## config.mk

```make
export PLATFORM = sky130hd
export DESIGN_NAME = fp_posit_acc
export DESIGN_NICKNAME = d
export VERILOG_FILES = /design/src/rtl/fp_posit_acc.sv
export SDC_FILE = /design/constraint.sdc
export NUM_CORES = 1
export LEC_CHECK = 0
export CAP_MARGIN = 20
export CELL_PAD_IN_SITES_DETAIL_PLACEMENT = 1
export CELL_PAD_IN_SITES_GLOBAL_PLACEMENT = 1
export CORE_MARGIN = 2
export CORE_UTILIZATION = 30
export DETAILED_ROUTE_END_ITERATION = 12
export MAX_ROUTING_LAYER = met4
export PLACE_DENSITY = 0.59
export SKIP_LAST_GASP = 1
export SYNTH_ARGS = -nofsm -noshare
export SYNTH_HDL_FRONTEND = slang
export SYNTH_SLANG_ARGS = --single-unit
```

## constraint.sdc

```tcl
create_clock -name clk -period 4.95 [get_ports clk]
set_clock_uncertainty 0.05 [all_clocks]
set_input_delay 0.495 -clock clk [delete_from_list [all_inputs] [get_ports clk]]
set_output_delay 0.495 -clock clk [all_outputs]
set_load 0.03 [all_outputs]
```

## src/rtl/fp_posit_acc.sv

```systemverilog
// fp_posit_acc
//   Accumulation stage behind fp_posit_mul. Each product is added exactly into
//   a wide two's-complement accumulator in units of 2^-25. At the end of a dot
//   product the sum is normalised and returned as an FP16 word through a
//   valid/ready handshake.
//
//   Optional feature macro: FP_POSIT_ACC_RNE_EN
//     defined   -> round-to-nearest-even when packing the FP16 fraction
//     undefined -> fraction is truncated (round toward zero)
//
// Ports
//   clk        clock
//   rst        asynchronous, active-low reset
//   in_valid   product valid (multiplier done)
//   in_sign    product sign, 1 = negative
//   in_exp     product exponent, bias 15
//   in_man     product magnitude, unsigned 4.10 fixed point
//   in_last    final product of the dot product, sampled with in_valid
//   in_ready   block accepts a product this cycle
//   out_valid  out_data holds the FP16 result
//   out_data   FP16 result {sign, exp[4:0], frac[9:0]}
//   out_ovf    accumulator overflowed during this dot product
//   out_ready  consumer accepts the result
module fp_posit_acc #(
  parameter int ACC_WIDTH = 52
) (
  input  logic        clk,
  input  logic        rst,
  input  logic        in_valid,
  input  logic        in_sign,
  input  logic [4:0]  in_exp,
  input  logic [13:0] in_man,
  input  logic        in_last,
  output logic        in_ready,
  output logic        out_valid,
  output logic [15:0] out_data,
  output logic        out_ovf,
  input  logic        out_ready
);

  localparam int KW = $clog2(ACC_WIDTH);
  localparam int EW = KW + 2;
  localparam int MSB = ACC_WIDTH - 1;
  localparam logic signed [EW-1:0] E_INF  = EW'(31);
  localparam logic signed [EW-1:0] E_ZERO = '0;

  typedef enum logic [2:0] {
    ST_ACC  = 3'd0,
    ST_ABS  = 3'd1,
    ST_NORM = 3'd2,
    ST_PACK = 3'd3,
    ST_OUT  = 3'd4
  } state_t;

  state_t                state_q, state_d;
  logic [ACC_WIDTH-1:0]  acc_q, acc_d;
  logic [ACC_WIDTH-1:0]  mag_q, mag_d;
  logic [KW-1:0]         k_q, k_d;
  logic                  ovf_q, ovf_d;
  logic                  ovf_sign_q, ovf_sign_d;
  logic                  sgn_q, sgn_d;
  logic                  in_ready_q, in_ready_d;
  logic                  out_valid_q, out_valid_d;
  logic [15:0]           out_data_q, out_data_d;
  logic                  out_ovf_q, out_ovf_d;

  logic [ACC_WIDTH-1:0]  addend_s;
  logic [ACC_WIDTH-1:0]  sum_s;
  logic [ACC_WIDTH-1:0]  abs_s;
  logic                  add_ovf_s;
  logic signed [EW-1:0]  exp_s;
  logic [9:0]            frac_s;
  logic [15:0]           packed_s;
`ifdef FP_POSIT_ACC_RNE_EN
  logic                  rnd_up_s;
  logic [10:0]           frac_rnd_s;
  logic signed [EW-1:0]  exp_rnd_s;
`endif

  assign in_ready  = in_ready_q;
  assign out_valid = out_valid_q;
  assign out_data  = out_data_q;
  assign out_ovf   = out_ovf_q;

  // Datapath: exact product alignment, signed add with overflow flag, magnitude.
  always_comb begin
    addend_s = {{(ACC_WIDTH-14){1'b0}}, in_man} << in_exp;
    if (in_sign) begin
      sum_s     = acc_q - addend_s;
      // subtracting a non-negative value can only overflow from a negative acc
      add_ovf_s = acc_q[MSB] & ~sum_s[MSB];
    end else begin
      sum_s     = acc_q + addend_s;
      add_ovf_s = ~acc_q[MSB] & sum_s[MSB];
    end
    if (acc_q[MSB]) begin
      abs_s = ~acc_q + ACC_WIDTH'(1);
    end else begin
      abs_s = acc_q;
    end
  end

  // FP16 packing of the normalised magnitude (MSB of mag_q is the hidden one).
  always_comb begin
    frac_s = mag_q[ACC_WIDTH-2 -: 10];
    exp_s  = EW'(ACC_WIDTH - 11) - EW'(k_q);
`ifdef FP_POSIT_ACC_RNE_EN
    rnd_up_s   = mag_q[ACC_WIDTH-12] & ((|mag_q[ACC_WIDTH-13:0]) | frac_s[0]);
    frac_rnd_s = {1'b0, frac_s} + {10'd0, rnd_up_s};
    // a fraction carry-out bumps the exponent; the fraction wraps to zero
    exp_rnd_s  = exp_s + {{(EW-1){1'b0}}, frac_rnd_s[10]};
    if (exp_s <= E_ZERO) begin
      packed_s = {sgn_q, 15'h0000};
    end else if (exp_rnd_s >= E_INF) begin
      packed_s = {sgn_q, 5'h1F, 10'h000};
    end else begin
      packed_s = {sgn_q, exp_rnd_s[4:0], frac_rnd_s[9:0]};
    end
`else
    if (exp_s >= E_INF) begin
      packed_s = {sgn_q, 5'h1F, 10'h000};
    end else if (exp_s <= E_ZERO) begin
      packed_s = {sgn_q, 15'h0000};
    end else begin
      packed_s = {sgn_q, exp_s[4:0], frac_s};
    end
`endif
  end

  // Next-state logic for the control FSM and all registered outputs.
  always_comb begin
    state_d     = state_q;
    acc_d       = acc_q;
    mag_d       = mag_q;
    k_d         = k_q;
    ovf_d       = ovf_q;
    ovf_sign_d  = ovf_sign_q;
    sgn_d       = sgn_q;
    out_data_d  = out_data_q;
    out_ovf_d   = out_ovf_q;
    case (state_q)
      ST_ACC: begin
        if (in_valid) begin
          acc_d = sum_s;
          // only the first overflow defines the saturation sign
          if (add_ovf_s && !ovf_q) begin
            ovf_d      = 1'b1;
            ovf_sign_d = in_sign;
          end else begin
            ovf_d      = ovf_q;
            ovf_sign_d = ovf_sign_q;
          end
          if (in_last) begin
            state_d = ST_ABS;
          end else begin
            state_d = ST_ACC;
          end
        end else begin
          state_d = ST_ACC;
        end
      end
      ST_ABS: begin
        mag_d   = abs_s;
        sgn_d   = acc_q[MSB];
        k_d     = '0;
        state_d = ST_NORM;
      end
      ST_NORM: begin
        // zero and overflowed sums also take this one cycle so the result
        // latency is always 3 + shift count after the last product
        if (ovf_q || (mag_q == '0) || mag_q[MSB]) begin
          state_d = ST_PACK;
        end else begin
          mag_d   = mag_q << 1;
          k_d     = k_q + KW'(1);
          state_d = ST_NORM;
        end
      end
      ST_PACK: begin
        if (ovf_q) begin
          out_data_d = {ovf_sign_q, 5'h1F, 10'h000};
        end else if (mag_q == '0) begin
          out_data_d = 16'h0000;
        end else begin
          out_data_d = packed_s;
        end
        out_ovf_d = ovf_q;
        state_d   = ST_OUT;
      end
      ST_OUT: begin
        if (out_ready) begin
          acc_d      = '0;
          ovf_d      = 1'b0;
          ovf_sign_d = 1'b0;
          state_d    = ST_ACC;
        end else begin
          state_d    = ST_OUT;
        end
      end
      default: begin
        state_d = ST_ACC;
      end
    endcase
    in_ready_d  = (state_d == ST_ACC);
    out_valid_d = (state_d == ST_OUT);
  end

  // State and output registers with asynchronous active-low reset.
  always_ff @(posedge clk or negedge rst) begin
    if (!rst) begin
      state_q     <= ST_ACC;
      acc_q       <= '0;
      mag_q       <= '0;
      k_q         <= '0;
      ovf_q       <= 1'b0;
      ovf_sign_q  <= 1'b0;
      sgn_q       <= 1'b0;
      in_ready_q  <= 1'b1;
      out_valid_q <= 1'b0;
      out_data_q  <= 16'h0000;
      out_ovf_q   <= 1'b0;
    end else begin
      state_q     <= state_d;
      acc_q       <= acc_d;
      mag_q       <= mag_d;
      k_q         <= k_d;
      ovf_q       <= ovf_d;
      ovf_sign_q  <= ovf_sign_d;
      sgn_q       <= sgn_d;
      in_ready_q  <= in_ready_d;
      out_valid_q <= out_valid_d;
      out_data_q  <= out_data_d;
      out_ovf_q   <= out_ovf_d;
    end
  end

endmodule

```

[Yosys cells after proc, flatten, opt, wreduce, memory -nomap -nowiden]
Index checks and enable logic that the tools add are counted.
Cells by class
  $mul: 0
  add/subtract/negate cells: 5
  mux-type cells: 26
  shift operators: 1
  equality and inequality tests: 9
  div/mod/pow operators: 0
  order comparisons: 2
  reductions and logical operators: 12
  bitwise logic cells: 5
Operators by type and width (count)
  2-to-1 mux 52 bit: 5
  case mux 52 bit (2 select lines): 2
  adder 52 x 1 -> 52 bit, second input constant: 1
  adder 52 bit: 1
  logical NOT 52 bit: 1
  inverter 52 bit: 1
  left shift 14 x 5 -> 52 bit: 1
  subtractor 52 bit: 1
  2-to-1 mux 16 bit: 2
  2-to-1 mux 15 bit: 2
  case mux 3 bit (5 select lines): 1
  case mux 6 bit (2 select lines): 1
  2-to-1 mux 1 bit: 8
  inequality test 2 bit, second input constant: 4
  >= comparator 7 x 6 -> 1 bit, second input constant: 1
  <= comparator 7 x 1 -> 1 bit, second input constant: 1
  subtractor 6 x 6 -> 7 bit, first input constant: 1
  adder 6 x 1 -> 6 bit, second input constant: 1
  equality test 3 x 2 -> 1 bit, second input constant: 2
  equality test 3 bit, second input constant: 2
  logical NOT 3 bit: 2
  2-to-1 mux 3 bit: 2
  2-to-1 mux 6 bit: 1
  case mux 1 bit (2 select lines): 2
  10 further kinds: 14
Word-level totals
  ROM bits: 0
  word-level logic and storage cells: 71
  bits in latches: 0
  register bits after elaboration: 135
  bits in writable memories: 0
  memories kept: 0
  input bits: 25

[Depth between registers and ports, before layout]
Gate-level depths: netlist of the first run.
  word-level depth: 9
  depth in mapped cells: 27
  depth with buffers taken out: 26

[Worst setup path after synthesis of the first run]
No wires, ideal clock.
  kind: input to register
  start: in in_exp[1]
  end: reg ovf_sign_q
  path buffers: 3
  library setup time: 0.083 ns
  path slack: 0.049 ns
  arrival time: 4.768 ns
  stages: 25
  required time: 4.817 ns
  path through: buf_1 -> clkbuf_1 -> a211oi_1 -> a21oi_1 -> mux2i_1 -> nor2b_1 -> a211o_1 -> ha_1 -> clkbuf_1 -> nor2_1 -> nand3_1 -> nor3b_1 -> a221oi_1 -> a21oi_1 -> o21ai_0 -> o21ai_0 -> a21oi_1 -> o21ba_2 -> nor3b_1 -> ha_1 -> mux2i_1 -> nor3_1 -> o22a_1 -> nand3_1 -> o21ai_0
Between the ends
  cells in the longest elaborated chain, start to end: 8
  elaborated cells between the ends (all ways): 10
RTL lines
  start, declared: line 31  | input logic [4:0] in_exp,
  left shift 14 x 5 -> 52 bit (*): line 87  | addend_s = {{(ACC_WIDTH-14){1'b0}}, in_man} << in_exp;
  subtractor 52 bit: line 89  | sum_s = acc_q - addend_s;
  inverter 1 bit: line 91  | add_ovf_s = acc_q[MSB] & ~sum_s[MSB];
  AND 1 bit: line 91
  2-to-1 mux 1 bit (*): line 88  | if (in_sign) begin
  logical AND 1 bit (*): line 146  | if (add_ovf_s && !ovf_q) begin
  inequality test 2 bit (no line) (*)
  AND reduction 4 bit (no line) (*)
  end signal, assigned: line 228  | ovf_sign_q <= ovf_sign_d;
  end, declared: line 60  | logic ovf_sign_q, ovf_sign_d;
Every way passes the cells marked *; elsewhere a longest branch is shown, timed or not.
A chain may end at the register's enable or synchronous reset.

[Worst setup path in the final report of the first run]
  start: in in_man[9]
  end: reg acc_q[48]
Between the ends
  cells in the longest elaborated chain, start to end: 5
  elaborated cells between the ends (all ways): 6
RTL lines
  start, declared: line 32  | input logic [13:0] in_man,
  left shift 14 x 5 -> 52 bit (*): line 87
  adder 52 bit / subtractor 52 bit (equally long branches): line 93, 89
  2-to-1 mux 52 bit (*): line 88
  2-to-1 mux 52 bit (*): line 143  | if (in_valid) begin
  case mux 52 bit (2 select lines) (*): line 141  | case (state_q)
  end signal, assigned: line 212  | acc_q <= '0;
  end signal, assigned: line 224  | acc_q <= acc_d;
  end, declared: line 56  | logic [ACC_WIDTH-1:0] acc_q, acc_d;
Every way passes the cells marked *; elsewhere a longest branch is shown, timed or not. The select of a mux whose other input is x is not followed.

==> results of run 1 <==
==> worst max path at each step <==
stage                       endpoint  depth (start not counted)
after floorplan           ovf_sign_q                         25
after global placement     acc_q[48]                         21
after detailed placement   acc_q[37]                         20
after CTS                 ovf_sign_q                         24
after global routing       acc_q[46]                         22
final                      acc_q[48]                         24
==> logic make-up after synthesis <==
group,Yosys count,synth area share [%]
AND/OR/NAND/NOR,637,22.0
flip-flops,135,24.4
XOR/XNOR,104,6.59
adder cells (fa/ha/maj),109,9.97
buffers and inverters,222,6.05
multiplexers,36,2.87
AO/OA/AOI/OAI,630,28.1
==> tightest hold or removal path: cells and delay by family (launching register included) <==
family	cells	cell delay [ns]
AO/OA/AOI/OAI	1	0.06
flip-flops	1	0.34
AND/OR/NAND/NOR	1	0.04
==> stage by stage <==
| step | utilization, % | total power, mW |
|---|---|---|
| after detailed placement | 38.5 | 9.54 |
| after global routing | 40.4 | 12.0 |
| final | 40.4 | 11.1 |
| after floorplan | - | 6.08 |
| after CTS | 40.1 | 11.0 |
| after global placement | 38.5 | 9.37 |
==> cell type report <==
cell class	instances	share of cell area (%)
clock buffer	18	2.39
clock inverter	14	0.940
inverter	110	2.25
multi-input combinational	1516	53.7
sequential	135	18.4
tap	600	4.09
timing repair buffer	430	18.2
==> cell usage after synthesis, drive strengths merged, types with 15 or more instances <==
master  instances  area share, %
nand2         209            5.7
a21oi         194            7.0
o21ai         191            6.9
nor2          164            4.5
dfrtp         134             24
inv           109            3.0
ha            107            9.7
clkbuf         97            2.6
xnor2          57            3.6
xor2           47            3.0
o31ai          42            2.4
or3            41            1.9
nand3          30            1.1
nor3           30            1.1
nor4           30            1.4
o21bai         30            1.6
nand2b         27            1.2
mux2i          25            1.8
nand4          25            1.1
a21o           22            1.2
nor2b          21           0.95
buf            15           0.43
o211ai         15           0.81
==> sequential cells by signal (all words and copies together), names as in the netlist, 3 cells and up <==
name      flops
acc_q        52
k_q           6
mag_q        52
out_data     16
state_q       3
==> layer usage <==
layer / GRT usage, % / up-vias / routed length, µm
li1: - / 7352 / -
met1: 34.3 / 7459 / 28500
met2: 39.8 / 254 / 26200
met3: 1.60 / 38 / 1630
met4: 5.05 / 0 / 703
met5: - / - / 0
==> layout by cell type, fill, tap and decap left out, types with 30 or more instances in the layout <==
master                            instances
sky130_fd_sc_hd__inv_1                  109
sky130_fd_sc_hd__o21ai_0                178
sky130_fd_sc_hd__buf_4                  383
sky130_fd_sc_hd__o31ai_1                 38
sky130_fd_sc_hd__nand2_1                209
sky130_fd_sc_hd__nor2_1                 160
sky130_fd_sc_hd__dfrtp_1                134
sky130_fd_sc_hd__clkdlybuf4s50_1         39
sky130_fd_sc_hd__a21oi_1                180
sky130_fd_sc_hd__nand3_1                 30
sky130_fd_sc_hd__xor2_1                  47
sky130_fd_sc_hd__xnor2_1                 57
sky130_fd_sc_hd__ha_1                   106
sky130_fd_sc_hd__or3_1                   39
==> power groups by stage <==
stage | Clock [mW] | Sequential [mW] | Combinational [mW]
floorplan | 0 | 2.04 | 4.05
global placement | 0 | 2.28 | 7.08
detailed placement | 0 | 2.31 | 7.23
CTS | 1.36 | 2.30 | 7.30
global route | 1.41 | 2.38 | 8.19
finish | 1.34 | 2.31 | 7.44
==> what timing repair did <==
action | in CTS | in global routing
endpoints found under the hold margin | 46 | 0
setup endpoints to repair | 16 | 17
pin swaps | 5 | 9
gates resized for setup | 31 | 39
gates cloned | 0 | 0
hold buffers | 1 | 0
==> impl_metrics.env, run 1 <==
export IMPL_run_status="finished, final reports clean"
export IMPL_detail_route_first_pass_iterations=5
export IMPL_numCtsBuffers=17
export IMPL_detail_route_wl_per_cell_um=20.2
export IMPL_initial_utilization_pct=30.4
export IMPL_synth_edff_count=0
export IMPL_clock_sink_count=135
export IMPL_critical_path_startpoint_type="input pin"
export IMPL_diodes_inserted=0
export IMPL_pwr_share_comb_pct=67.1
export IMPL_worst_slew_margin_relative_to_its_limit_pct=29.2
export IMPL_viasPerCell=5.35
export IMPL_cts_reportedPaths_clkPinSlew_ns=0.06
export IMPL_cellInternalPower_mw=5.61
export IMPL_critPathCaptureType="flop"
export IMPL_post_route_min_period_ns=4.85
export IMPL_multiInputGateArea_um2=9860
export IMPL_critical_path_startpoint="in_man[9]"
export IMPL_route_vias_total=15100
export IMPL_final_design_area_no_fill_um2=18400
export IMPL_cts_htree_levels=4
export IMPL_cp_arrival_ns=5.16
export IMPL_pwr_share_clk_pct=12.1
export IMPL_power_sequential_fraction_pct=20.8
export IMPL_root_buffer_master="sky130_fd_sc_hd__clkbuf_16"
export IMPL_standard_cell_rows=78
export IMPL_first_global_vias=15700
export IMPL_ff2ff_path_depth=16
export IMPL_timing_final_crit_share_pct=98.0
export IMPL_grt_start_max_net_pins=77
export IMPL_postLayoutSetupSlackWorst_ns=0.0979
export IMPL_finalWeightedCongestion=0.925
export IMPL_worst_r2r_startpoint="acc_q[0]"
export IMPL_die_w_um=219
export IMPL_post_synthesis_async_set_or_reset_flop_share_pct=100
export IMPL_cp_num_buf_inv=6
export IMPL_ys_seq_elements=135
export IMPL_syn_to_final_growth_pct=32.8
export IMPL_synthDistinctLibCells=75
export IMPL_regArea_um2=3380
export IMPL_largest_fanout_of_any_net_on_the_critical_path=6
export IMPL_worst_path_max_delay_cell="sky130_fd_sc_hd__clkdlybuf4s50_1"
export IMPL_setup_reg_to_reg_worst_slack_ns=0.82
export IMPL_post_dp_cell_area_um2=17500
export IMPL_synth_net_count=2007
export IMPL_layoutNonFillerInstCount=2823
export IMPL_finalWirelength_um=57100
export IMPL_grt_overflow_total=0
export IMPL_antenna_found_initial=0
export IMPL_cts_post_setup_buffers_inserted=0
export IMPL_sw_frac_of_total_pct=49.4
export IMPL_cellLeakagePower_nw=8.45
export IMPL_worst_hold_path_stage_count=2
export IMPL_finalHoldViolCount=0
export IMPL_timing_worst_slew_pin_value_ns=1.05
export IMPL_preCtsSetupSlack_ns=-0.955
export IMPL_finish_net_count=2344
export IMPL_synth_top_flop_cell="sky130_fd_sc_hd__dfrtp_1"
export IMPL_crit_path_max_incr_delay_ns=0.46
export IMPL_clock_fmax_ghz=0.206
export IMPL_grt_pass1_wl_um=90100
export IMPL_drtIter0Drc=877
export IMPL_worst_hold_path_type="reg2reg"
export IMPL_worst_path_dominant_cell_family="compound AO/OA/AOI/OAI gates"
export IMPL_synth_area_per_cell_um2=7.38
export IMPL_syn_area_um2=13800
export IMPL_power_density_cell_area_nw_per_um2=604
export IMPL_insertion_delay_ns=0.44
export IMPL_die_y_um=219
export IMPL_cts_tree="yes"
export IMPL_dpl_hpwl_um=47200
export IMPL_finalHoldWorstSlack_ns=0.430
export IMPL_hold_path_startpoint="out_data[15]"
export IMPL_cts_root_to_sink_buffers=2
export IMPL_total_switching_power_mw=5.48
export IMPL_crit_required_ns=5.26
export IMPL_maxCapViolCount=0
export IMPL_total_die_area_um2=47800
export IMPL_core_region_um2=45500
export IMPL_drive_above_1_share_pct=22.7
export IMPL_critical_path_class="in2reg"
export IMPL_worst_vdd_ir_uv=272
export IMPL_count_of_boundary_i_o_pins=44
export IMPL_cp_common_cell="sky130_fd_sc_hd__buf_4"
export IMPL_grt_total_usage_pct=24.8
export IMPL_placement_io_buffers=43
export IMPL_final_fill_count=5668
export IMPL_post_place_cells=2790
export IMPL_postSynthCellCount=1873
export IMPL_setup_violators_final=0
export IMPL_reg2reg_to="acc_q[48]"
export IMPL_timing_max_transition_violations_final=0
export IMPL_worst_hold_path_endpoint="out_data[15]"
export IMPL_finalSetupTns_ns=0
export IMPL_yosys_warnings=0
export IMPL_seq_area_frac_synth_pct=24.4
export IMPL_remaining_drc_errors=0
export IMPL_grt_setup_unrepaired="true"
export IMPL_antenna_violating_nets_post_route=0
export IMPL_path_cells="clkdlybuf4s50_1, nor2b_1, a211oi_1, a21oi_2, nand2_1, o21ai_0, nand2_1, o21a_1, o22a_1, ha_1, inv_1, buf_4, a21oi_1, buf_4, o31ai_1, a221oi_1, buf_4, a21o_1, nand3_1, a21oi_1, o211a_1, a2111oi_4, buf_4, mux2i_1"
Note: power is estimated with default switching activity, not from simulation.
==> inputs of run 2 (changes only) <==
==> constraint.sdc (replaced) <==
create_clock -name clk -period 5.6 [get_ports clk]
set_clock_uncertainty 0.05 [all_clocks]
set_input_delay 0.56 -clock clk [delete_from_list [all_inputs] [get_ports clk]]
set_output_delay 0.56 -clock clk [all_outputs]
set_load 0.03 [all_outputs]
==> impl_metrics.env, run 2 (synthesized netlist as in run 1, its figures left out) <==
export IMPL_worst_hold_path_type="in2async"
export IMPL_worst_slew_margin_relative_to_its_limit_pct=41.1
export IMPL_cts_reportedPaths_clkPinSlew_ns=0.07
export IMPL_cts_htree_levels=4
export IMPL_standard_cell_rows=78
export IMPL_final_design_area_no_fill_um2=17000
export IMPL_die_w_um=219
export IMPL_sw_frac_of_total_pct=52.0
export IMPL_finish_net_count=2189
export IMPL_placement_io_buffers=43
export IMPL_syn_to_final_growth_pct=22.6
export IMPL_postLayoutSetupSlackWorst_ns=0.539
export IMPL_insertion_delay_ns=0.44
export IMPL_detail_route_first_pass_iterations=5
export IMPL_holdBufCountCts=0
export IMPL_finalHoldViolCount=0
export IMPL_maxCapViolCount=0
export IMPL_grt_total_usage_pct=24.3
export IMPL_power_sequential_fraction_pct=22.9
export IMPL_total_switching_power_mw=4.73
export IMPL_post_route_min_period_ns=5.06
export IMPL_regArea_um2=3380
export IMPL_preCtsSetupSlack_ns=-0.274
export IMPL_cellInternalPower_mw=4.36
export IMPL_grt_overflow_total=0
export IMPL_die_y_um=219
export IMPL_ff2ff_path_depth=15
export IMPL_finalWeightedCongestion=0.985
export IMPL_remaining_drc_errors=0
export IMPL_worst_r2r_startpoint="acc_q[0]"
export IMPL_cts_post_setup_buffers_inserted=0
export IMPL_final_cell_mix="sky130_fd_sc_hd__buf_4 (229), sky130_fd_sc_hd__nand2_1 (209), sky130_fd_sc_hd__a21oi_1 (193), sky130_fd_sc_hd__o21ai_0 (184), sky130_fd_sc_hd__nor2_1 (161)"
export IMPL_critical_path_endpoint="ovf_sign_q"
export IMPL_multiInputGateArea_um2=9650
export IMPL_pwr_share_comb_pct=64.8
export IMPL_critical_path_startpoint_type="input pin"
export IMPL_critical_path_class="in2reg"
export IMPL_reg2reg_to="acc_q[48]"
export IMPL_cp_arrival_ns=5.36
export IMPL_grt_start_max_net_pins=79
export IMPL_finalWirelength_um=55800
export IMPL_numCtsBuffers=17
export IMPL_antenna_violating_nets_post_route=0
export IMPL_diodes_inserted=0
export IMPL_pwr_share_clk_pct=12.3
export IMPL_setup_reg_to_reg_worst_slack_ns=1.36
export IMPL_final_fill_count=5653
export IMPL_crit_required_ns=5.90
export IMPL_total_die_area_um2=47800
export IMPL_drtIter0Drc=996
export IMPL_cts_root_to_sink_buffers=2
export IMPL_final_common_cell="sky130_fd_sc_hd__buf_4"
export IMPL_antenna_found_initial=1
export IMPL_viasPerCell=5.43
export IMPL_worst_vdd_ir_uv=251
export IMPL_clock_sink_count=135
export IMPL_finalHoldWorstSlack_ns=0.0998
export IMPL_setup_violators_final=0
export IMPL_total_power_mw=9.08
export IMPL_detail_route_wl_per_cell_um=20.9
export IMPL_post_place_cells=2636
export IMPL_clock_fmax_ghz=0.198
export IMPL_final_core_utilization_pct=37.3
export IMPL_count_of_boundary_i_o_pins=44
export IMPL_core_region_um2=45500
export IMPL_run_status="finished, final reports clean"
export IMPL_cts_tree="yes"
export IMPL_post_dp_cell_area_um2=16400
export IMPL_first_global_vias=14700
export IMPL_cellLeakagePower_nw=7.65
export IMPL_timing_max_transition_violations_final=0
export IMPL_grt_pass1_wl_um=87200
export IMPL_timing_final_crit_share_pct=90.4
export IMPL_power_density_cell_area_nw_per_um2=536
export IMPL_largest_fanout_of_any_net_on_the_critical_path=3
export IMPL_route_vias_total=14500
export IMPL_drive_above_1_share_pct=15.1
export IMPL_cts_repair_resize_count=0
export IMPL_finalSetupTns_ns=0
export IMPL_grt_setup_unrepaired="false"
export IMPL_root_buffer_master="sky130_fd_sc_hd__clkbuf_16"
export IMPL_layoutNonFillerInstCount=2668
export IMPL_timing_worst_slew_pin_value_ns=0.880
export IMPL_dpl_hpwl_um=45800
export IMPL_initial_utilization_pct=30.4
export IMPL_critPathCaptureType="flop"
export IMPL_critical_path_startpoint="in_man[1]"
## run 2: cell count changes in the layout (fill, tap and decap cells not counted), sizes merged
cell | before | now
buf | 388 | 234
dlygate4sd3 | 1 | 0
clkinv | 7 | 1
inv | 112 | 122
dlymetal6s2s | 1 | 2
clkbuf | 19 | 17
bufinv | 3 | 0
## run 2: critical path, stage by stage
cell	delay [ns]
sky130_fd_sc_hd__clkdlybuf4s50_1	0.52
sky130_fd_sc_hd__mux2i_1	0.11
sky130_fd_sc_hd__nand2_1	0.07
sky130_fd_sc_hd__o21ai_1	0.10
sky130_fd_sc_hd__o22ai_1	0.33
sky130_fd_sc_hd__nand2_1	0.21
sky130_fd_sc_hd__ha_1	0.35
sky130_fd_sc_hd__nor3_1	0.20
sky130_fd_sc_hd__o21ai_0	0.22
sky130_fd_sc_hd__a31oi_1	0.34
sky130_fd_sc_hd__a221oi_1	0.15
sky130_fd_sc_hd__buf_4	0.18
sky130_fd_sc_hd__a21oi_1	0.24
sky130_fd_sc_hd__o21ai_1	0.13
sky130_fd_sc_hd__o21ai_0	0.24
sky130_fd_sc_hd__a21oi_1	0.11
sky130_fd_sc_hd__o21ba_2	0.21
sky130_fd_sc_hd__nor3b_1	0.22
sky130_fd_sc_hd__ha_1	0.18
sky130_fd_sc_hd__mux2i_1	0.09
sky130_fd_sc_hd__nor3_1	0.19
sky130_fd_sc_hd__o22a_1	0.19
sky130_fd_sc_hd__nand3_1	0.08
sky130_fd_sc_hd__o21ai_0	0.13
## run 2: per-layer routing
layer  vias up  track usage, %  part of all wire, %
met5         -               -                    0
met4         0            6.04                  2.1
met3        50            2.32                  4.2
met2       293            37.3                   44
met1      7104            34.2                   50
li1       7046               -                    -
## run 2: final cells by class
cell class | instances | share of cell area, %
multi-input combinational | 1516 | 56.9
sequential | 135 | 19.9
clock inverter | 15 | 0.885
tap | 600 | 4.43
inverter | 110 | 2.46
timing repair buffer | 275 | 12.9
clock buffer | 17 | 2.51
## run 2: worst min-delay path by stage
stage,endpoint,slack [ns],cells after the start
floorplan,acc_q[0],0.21,0
global placement,sgn_q,0.41,2
detailed placement,sgn_q,0.41,2
CTS,out_data[10],0.14,1
global route,out_data[11],0.17,1
finish,k_q[4],0.1,1
## run 2: power groups by stage
stage,combinational [mW],sequential (mW),clock (mW)
floorplan,3.58,1.80,0
global placement,5.70,2.05,0
detailed placement,5.81,2.09,0
CTS,5.84,2.07,1.14
global route,6.50,2.15,1.18
finish,5.89,2.08,1.12
